--- config.mk ---
export PLATFORM = sky130hd
export DESIGN_NAME = instr_fetch_unit
export DESIGN_NICKNAME = d
export VERILOG_FILES = /design/src/rtl/instr_fetch_unit.sv
export SDC_FILE = /design/constraint.sdc
export NUM_CORES = 1
export LEC_CHECK = 0
export CORE_ASPECT_RATIO = 0.75
export CORE_UTILIZATION = 46
export CTS_CLUSTER_SIZE = 30
export DETAILED_ROUTE_END_ITERATION = 16
export PLACE_DENSITY_LB_ADDON = 0.3
export SLEW_MARGIN = 25
export SYNTH_ARGS = -nofsm -noshare
export SYNTH_HDL_FRONTEND = slang
export SYNTH_SLANG_ARGS = --single-unit
--- constraint.sdc ---
create_clock -name clk -period 3.8 [get_ports clk]
set_input_delay 0.38 -clock clk [delete_from_list [all_inputs] [get_ports clk]]
set_output_delay 0.38 -clock clk [all_outputs]
set_load 0.02 [all_outputs]
--- src/rtl/instr_fetch_unit.sv ---
// -----------------------------------------------------------------------------
// instr_fetch_unit
//
// Fetch stage for the single-cycle core. Fetches words from a multi-cycle
// instruction memory over a req/ack handshake and stores them in a small
// prefetch FIFO. The FIFO head goes to the core as {instr, instr_pc} with a
// valid/ready handshake. A redirect (taken branch, reset vector) flushes the
// FIFO and any fetch still in flight, then fetching restarts at the new address.
//
// Ports
//   clk          rising-edge clock
//   reset        asynchronous, active-low reset
//   imem_req     fetch request, held high until imem_ack
//   imem_addr    word-aligned fetch address, stable while imem_req=1
//   imem_ack     memory returns imem_rdata this cycle (only sampled with imem_req)
//   imem_rdata   instruction word returned with imem_ack
//   instr_valid  FIFO head valid
//   instr        FIFO head instruction (NOP_INSTR when empty)
//   instr_pc     address of instr (0 when empty)
//   instr_ready  core consumes the head when instr_valid & instr_ready
//   redirect     one-cycle pulse: flush and restart fetch at redirect_pc
//   redirect_pc  new fetch address, bits [1:0] forced to zero
//
// Optional build macro
//   IFU_PERF_EN  adds perf_fetched (words pushed into the FIFO) and
//                perf_flushed (words thrown away by a flush or a drained fetch).
// -----------------------------------------------------------------------------
module instr_fetch_unit #(
  parameter logic [31:0] RESET_PC   = 32'h0000_0000,
  parameter int          FIFO_DEPTH = 2,
  parameter logic [31:0] NOP_INSTR  = 32'h0000_0013
) (
  input  logic        clk,
  input  logic        reset,
  output logic        imem_req,
  output logic [31:0] imem_addr,
  input  logic        imem_ack,
  input  logic [31:0] imem_rdata,
  output logic        instr_valid,
  output logic [31:0] instr,
  output logic [31:0] instr_pc,
  input  logic        instr_ready,
  input  logic        redirect,
  input  logic [31:0] redirect_pc
`ifdef IFU_PERF_EN
  ,
  output logic [31:0] perf_fetched,
  output logic [31:0] perf_flushed
`endif
);

  localparam int PTR_W = $clog2(FIFO_DEPTH);
  localparam int CNT_W = PTR_W + 1;
  localparam logic [CNT_W-1:0] DEPTH_C = CNT_W'(FIFO_DEPTH);

  // IDLE : no request outstanding (FIFO full, waiting for room)
  // REQ  : request for fetch_pc outstanding
  // DRAIN: request for a pre-redirect address outstanding; its data is dropped
  typedef enum logic [1:0] {
    S_IDLE  = 2'd0,
    S_REQ   = 2'd1,
    S_DRAIN = 2'd2
  } state_t;

  state_t           state_q, state_d;
  logic [31:0]      fetch_pc_q, fetch_pc_d;
  logic [31:0]      drain_addr_q, drain_addr_d;
  logic [PTR_W-1:0] wr_ptr_q, rd_ptr_q;
  logic [CNT_W-1:0] count_q, count_after;

  logic [31:0] pc_mem    [FIFO_DEPTH];
  logic [31:0] instr_mem [FIFO_DEPTH];

  logic [31:0] redir_pc;
  logic        ack_seen;
  logic        push;
  logic        pop;
  logic        discard;

  assign redir_pc    = redirect_pc & 32'hFFFF_FFFC;
  assign imem_req    = (state_q != S_IDLE);
  // While draining, fetch_pc already holds the redirect target, so the old
  // address has to be kept separately until the memory acknowledges it.
  assign imem_addr   = (state_q == S_DRAIN) ? drain_addr_q : fetch_pc_q;
  assign ack_seen    = imem_req & imem_ack;
  assign instr_valid = (count_q != '0);
  assign pop         = instr_valid & instr_ready;
  assign push        = (state_q == S_REQ) & ack_seen & ~redirect;
  assign count_after = count_q + CNT_W'(push) - CNT_W'(pop);

  assign instr    = instr_valid ? instr_mem[rd_ptr_q] : NOP_INSTR;
  assign instr_pc = instr_valid ? pc_mem[rd_ptr_q]    : 32'h0000_0000;

  // NOTE: every signal driven here gets a default first, so no path through
  // the case statement can leave one unassigned and infer a latch.
  always_comb begin
    state_d      = state_q;
    fetch_pc_d   = fetch_pc_q;
    drain_addr_d = drain_addr_q;
    discard      = 1'b0;
    unique case (state_q)
      S_IDLE: begin
        if (redirect) begin
          fetch_pc_d = redir_pc;
          state_d    = S_REQ;
        end else if (count_q < DEPTH_C) begin
          state_d = S_REQ;
        end
      end
      S_REQ: begin
        if (ack_seen) begin
          if (redirect) begin
            // Returned word belongs to the old path; drop it and refetch.
            discard    = 1'b1;
            fetch_pc_d = redir_pc;
            state_d    = S_REQ;
          end else begin
            fetch_pc_d = fetch_pc_q + 32'd4;
            state_d    = (count_after < DEPTH_C) ? S_REQ : S_IDLE;
          end
        end else if (redirect) begin
          drain_addr_d = fetch_pc_q;
          fetch_pc_d   = redir_pc;
          state_d      = S_DRAIN;
        end
      end
      S_DRAIN: begin
        if (redirect) begin
          fetch_pc_d = redir_pc;
        end
        if (ack_seen) begin
          discard = 1'b1;
          state_d = S_REQ;
        end
      end
      default: state_d = S_IDLE;
    endcase
  end

  // NOTE: state uses non-blocking assignments so every register samples the
  // pre-edge value of every other register, independent of block ordering.
  always_ff @(posedge clk or negedge reset) begin
    if (!reset) begin
      state_q      <= S_IDLE;
      fetch_pc_q   <= RESET_PC;
      drain_addr_q <= RESET_PC;
    end else begin
      state_q      <= state_d;
      fetch_pc_q   <= fetch_pc_d;
      drain_addr_q <= drain_addr_d;
    end
  end

  // A redirect flushes everything, including a head popped in the same cycle
  // (that pop still counts as consumed by the core).
  always_ff @(posedge clk or negedge reset) begin
    if (!reset) begin
      wr_ptr_q <= '0;
      rd_ptr_q <= '0;
      count_q  <= '0;
    end else if (redirect) begin
      wr_ptr_q <= '0;
      rd_ptr_q <= '0;
      count_q  <= '0;
    end else begin
      if (push) wr_ptr_q <= wr_ptr_q + 1'b1;
      if (pop)  rd_ptr_q <= rd_ptr_q + 1'b1;
      count_q <= count_after;
    end
  end

  // NOTE: the FIFO storage has no reset; entries are only observable once
  // count_q says they were written, so resetting them would buy nothing.
  always_ff @(posedge clk) begin
    if (push) begin
      pc_mem[wr_ptr_q]    <= fetch_pc_q;
      instr_mem[wr_ptr_q] <= imem_rdata;
    end
  end

`ifdef IFU_PERF_EN
  logic [31:0] flushed_words;

  assign flushed_words = (redirect ? 32'(count_q - CNT_W'(pop)) : 32'd0) + 32'(discard);

  always_ff @(posedge clk or negedge reset) begin
    if (!reset) begin
      perf_fetched <= 32'd0;
      perf_flushed <= 32'd0;
    end else begin
      perf_fetched <= perf_fetched + 32'(push);
      perf_flushed <= perf_flushed + flushed_words;
    end
  end
`endif

endmodule

=== Word-level counts from Yosys, hierarchy flattened ===
Memories as Yosys holds them, arrays and structs flattened.
Index checks and enable logic that the tools add are counted.

* $add $sub $neg: 5
* $mul: 0
* Divide/modulo/power cells: 0
* $lt $le $gt $ge: 2
* Eq/ne operators: 5
* Shift operators: 0
* Mux-type cells: 22
* Bitwise logic cells: 6
* Reductions and logical operators: 9

{| class="wikitable"
|+ Operator list
! kind !! count
|-
| $mux W32 || 6
|-
| $pmux W32 S2 || 1
|-
| $add A32 B3 Y32 const B || 1
|-
| $mux W2 || 6
|-
| $reduce_bool A2 Y1 || 5
|-
| $mux W1 || 8
|-
| $ne A3 B3 Y1 const B || 2
|-
| $pmux W2 S3 || 1
|-
| $reduce_and A3 Y1 || 2
|-
| $and A1 B1 Y1 || 4
|-
| $lt A2 B2 Y1 const B || 2
|-
| $add A1 B1 Y1 const B || 2
|-
| $add A2 B1 Y2 || 1
|-
| $eq A2 B1 Y1 const B || 1
|-
| $eq A2 B2 Y1 const B || 1
|-
| $logic_not A2 Y1 || 1
|-
| $ne A2 B2 Y1 const B || 1
|-
| $not A1 Y1 || 2
|-
| $reduce_or A2 Y1 || 1
|-
| $sub A2 B1 Y2 || 1
|}

* Bits in registers: 70
* Latch bits: 0
* Bits in writable memories: 128
* ROM bits: 0
* Input bits: 69
* Output and inout bits: 98
* Word-level logic and storage cells: 57
* Memories: 2

{| class="wikitable"
|+ Memories
! name !! words !! width !! read ports !! clocked after memory_dff !! write ports !! line !! text
|-
| instr_mem || 2 || 32 || 1 || 0 || 1 || 72 || <nowiki>logic [31:0] instr_mem [FIFO_DEPTH];</nowiki>
|-
| pc_mem || 2 || 32 || 1 || 0 || 1 || 71 || <nowiki>logic [31:0] pc_mem [FIFO_DEPTH];</nowiki>
|}

=== Depth between registers and ports, before layout ===
* Word-level depth: 11
* Gate-level depth with buffers: 9
* Depth with buffers taken out: 9

=== Least setup slack after synthesis ===
OpenSTA, ideal clock, no wires.

* Path kind: reg2reg
* Start: register state_q[1]
* End: memory instr_mem[0][0] (enable)
* Setup time: 0.487 ns
* Data arrival time: 3.589 ns
* Data required time: 3.313 ns
* Path slack: -0.275 ns
* Cell stages (with the launch flop): 5
* Path buffers: 1
* Period minus slack after synthesis: 4.075 ns
* Cell sequence: dfrtp_1 > buf_6 > nor2b_1 > nand3_1 > nor2_1

* Longest elaborated chain between the ends: 6
* Elaborated cells on any way between the ends: 7
* Classes of those cells: 1 x eq/ne; 2 x mux; 3 x bitwise; 1 x reduce/logical

{| class="wikitable"
|+ Ends and longest elaborated chain
! element !! line !! text
|-
| from (decl) || 65 || <nowiki>state_t state_q, state_d;</nowiki>
|-
| from (signal assigned) || 148 || <nowiki>state_q <= state_d;</nowiki>
|-
| $reduce_bool A2 Y1 || 81 || <nowiki>assign imem_req = (state_q != S_IDLE);</nowiki>
|-
| $and A1 B1 Y1 || 85 || <nowiki>assign ack_seen = imem_req & imem_ack;</nowiki>
|-
| $and A1 B1 Y1 * (2 in a row) || 88 || <nowiki>assign push = (state_q == S_REQ) & ack_seen & ~redirect;</nowiki>
|-
| $mux W1 * || 175 || <nowiki>if (push) begin</nowiki>
|-
| $mux W1 (not written as such) * || 177 || <nowiki>instr_mem[wr_ptr_q] <= imem_rdata;</nowiki>
|-
| to (decl) || 72 ||
|}

Every way passes the cells marked *; elsewhere a longest branch is shown, timed or not.

=== Worst setup path in the final report ===
* Start: register state_q[0]
* End: output imem_addr[2]

* Longest elaborated chain between the ends: 2

{| class="wikitable"
|+ Ends and longest elaborated chain
! element !! line !! text
|-
| $eq A2 B2 Y1 || 84 || <nowiki>assign imem_addr = (state_q == S_DRAIN) ? drain_addr_q : fetch_pc_q;</nowiki>
|-
| $mux W32 || 84 ||
|-
| to (decl) || 36 || <nowiki>output logic [31:0] imem_addr,</nowiki>
|}

Every way passes these cells.

==> reports/metrics.yaml <==
status:
  outcome: "finished, final reports clean"
clocking:
  ctsRootBufferMaster: "clkbuf_16"
  clockBufferDepth: 2
  cts.clk_slew.worst_paths_ns: 0.07
  cts_sinks: 198
  cts_made_buffers: 17
  cts.htree.levels: 4
  clk_latency_ns: 0.42
  cts_tree: "yes"
  cts_setup_buffers: 0
pwr:
  p_seq_share_pct: 41.1
  clkPwrFrac_pct: 21.6
  p_switching_w: 0.00287
  p_comb_share_pct: 37.3
  switching_share_pct: 35.5
  ir_worst_vdd_v: 0.000348
  p_per_area_mw_per_mm2: 712
  p_leak_nw: 4.05
  p_int_w: 0.00521
logic_synthesis:
  yosysTopAreaCell: "edfxtp_1"
  synth_edf_count: 128
  synth_top_family_by_area: "multiplexers"
  netlist_top_cells_area: "edfxtp_1 44%, dfrtp_1 20%, mux2i_1 8.0%"
  netlist_instances: 674
  postSynth.asyncResetShare_pct: 35.4
  ys_warn_count: 0
  syn_nets: 746
  ys_ff_latch: 198
  synthSimpleGateAreaFrac_pct: 10.8
  syn_avg_cell_area_um2: 13.1
  yosysTopAreaCellShare_pct: 43.5
  synthAdderAreaFrac_pct: 0.425
  synth_mux_area_share_pct: 15.9
  syn_area_mm2: 0.00883
  synth_flop_cell: "edfxtp_1"
  synth-xor-area-share_pct: 0.595
  yosysSeqAreaShare_pct: 63.3
  synth_cell_types: 55
  synth_compound_area_share_pct: 6.46
grt:
  grt_antenna_before_repair: 0
  track_usage_pct: 21.4
  grt_overflow_total: 0
  grt_pass1_vias: 5920
  grt_max_degree: 65
  grt_pass1_wl_mm: 32.1
setup_path:
  regToRegSetupSlack_ns: 1.04
  path_cells: "nor2b_4, buf_4, mux2_2, clkdlybuf4s50_1"
  reg2reg_from: "state_q[0]$_DFFE_PN0P_"
  crit_start: "state_q[0]$_DFFE_PN0P_"
  reg2reg_to: "state_q[0]$_DFFE_PN0P_"
  cp-start-kind: "flop"
  path_buf_inv: 2
  crit_path_top_delay_cell: "dfrtp_1"
  end_kind: "output port"
  crit_path_max_incr_delay_ns: 0.60
  required_ns: 3.42
  worst-setup-path-type: "flop to output port"
  reg2regPathDepth: 8
  crit_arrival_ns: 2.71
  worst-path-max-fanout: 30
  crit_family: "buffers and inverters"
detailed_routing:
  drt_iter0_markers: 526
  drtPass1Iterations: 7
  ant_nets: 0
  wl_per_cell_um: 18.8
  vias_per_cell: 5.62
  drc: 0
  wl_mm: 20.5
  vias: 6144
layout:
  area.growth.synth_to_final_pct: 28.5
  n_fill_cell: 1415
  final_util_pct: 60.8
  drive_gt1_share_pct: 14.2
  diodes: 0
  layout.nets: 905
floorplanning:
  die_w_um: 162
  io_pins: 167
  initial_core_util_pct: 47.3
  die-height_um: 122
  die_area_mm2: 0.0198
  rows: 43
  core_mm2: 0.0187
sta:
  period_minus_slack_ns: 3.09
  tns_ns: 0
  drv_slew: 0
  clock_skew_ns: 0.00869
  hold_ws_ns: 0.500
  rsz0062_at_grt: "false"
  max_slew_margin_pct: 31.7
  tightest_slew_ns: 1.02
  post-route-period-util_pct: 81.4
  setup_viol: 0
  hold_viol_final: 0
  max_freq_mhz: 323
run:
  maxCapViolCount: 0
place:
  io_buffers: 164
  hpwl_mm: 13.4
  place_congestion: 0.826
worst_hold_path:
  hold_path.class: "primary input to async pin"
stage by stage:
step / std cells / setup slack [ns] / power, W / cell area (um2)
detailed placement: 1060 / 1.02 / 0.00638 / 10800
CTS: 1093 / 0.701 / 0.00813 / 11400
finish: 1093 / 0.706 / 0.00808 / 11400
global placement: 1060 / 1.13 / 0.00627 / 10800
global route: 1093 / 0.585 / 0.00848 / 11400
floorplan: 674 / -0.275 / 0.00501 / 8830
cells in the mapped netlist (3+ instances only):
master     instances
edfxtp_1         128
nor2_1            80
mux2i_1           71
dfrtp_1           70
mux2_2            62
nand2_1           36
clkbuf_1          24
o21ai_0           24
a21oi_1           22
nand3_1           17
nand4_1           14
o22ai_1           11
inv_1             10
nor3_1            10
and2_1             8
buf_1              6
a2bb2oi_1          5
and3_1             5
buf_2              5
nor2b_1            4
nor4_1             4
xnor2_1            4
a21o_1             3
a31oi_1            3
ha_1               3
cell families (layout without fill, tap and decap cells):
logic type                 Yosys count  count (layout)
AOI/OAI and AO/OA                   90              90
xor gates and xnor gates             6               6
adders and majority gates            3               3
buffers and inverters               49             221
DFF                                198             198
muxes                              133             133
and+or+nand+nor                    195             195
layer usage:
| metal | vias to the layer above | global-route usage [%] | wire length, um |
|---|---|---|---|
| li1 | 2827 | - | - |
| met1 | 3003 | 29.6 | 8930 |
| met2 | 279 | 33.4 | 9570 |
| met3 | 35 | 5.48 | 1620 |
| met4 | 0 | 6.49 | 392 |
| met5 | - | 0 | 0 |
worst max path at each step:
stage	slack, ns	cells after the start	end
after floorplan	-0.28	4	instr_mem[0][0]$_DFFE_PP_
after global placement	1.13	10	state_q[0]$_DFFE_PN0P_
after detailed placement	1.02	10	state_q[0]$_DFFE_PN0P_
after CTS	0.70	4	instr[18]
after global routing	0.58	4	imem_addr[2]
final	0.71	4	imem_addr[2]
cell type report:
| class | count | area, um2 | area share (%) |
|---|---|---|---|
| Clock inverter | 11 | 126 | 1.11 |
| Multi-Input combinational cell | 427 | 3060 | 27.0 |
| Clock buffer | 21 | 440 | 3.88 |
| Inverter | 10 | 37.5 | 0.331 |
| Tap cell | 247 | 309 | 2.72 |
| Timing Repair Buffer | 179 | 1780 | 15.7 |
| Sequential cell | 198 | 5600 | 49.3 |
what timing repair did:
action	in CTS	in global routing
hold endpoints to repair	32	0
hold buffers	1	0
gates resized for setup	0	0
placed cells by master, fill, tap and decap left out, types with 22 or more instances in the layout:
master           netlist  routed
clkdlybuf4s50_1        0     163
edfxtp_1             128     128
nor2_1                80      77
mux2i_1               71      71
dfrtp_1               70      69
mux2_2                62      62
nand2_1               36      36
o21ai_0               24      24
a21oi_1               22      22
registers in the layout, summed over array words and instances (netlist names):
register,cells
count_q,2
drain_addr_q,32
fetch_pc_q,32
instr_mem,64
pc_mem,64
rd_ptr_q,1
state_q,2
wr_ptr_q,1
power by group through the flow:
stage	Combinational [W]	Sequential [W]	Clock, W
after global placement	0.00297	0.00331	0
final	0.00302	0.00332	0.00174
after floorplan	0.00195	0.00305	0
after global routing	0.00324	0.00339	0.00185
after detailed placement	0.00302	0.00335	0
after CTS	0.00305	0.00331	0.00177
No activity file was read; power rests on OpenSTA's default activity.
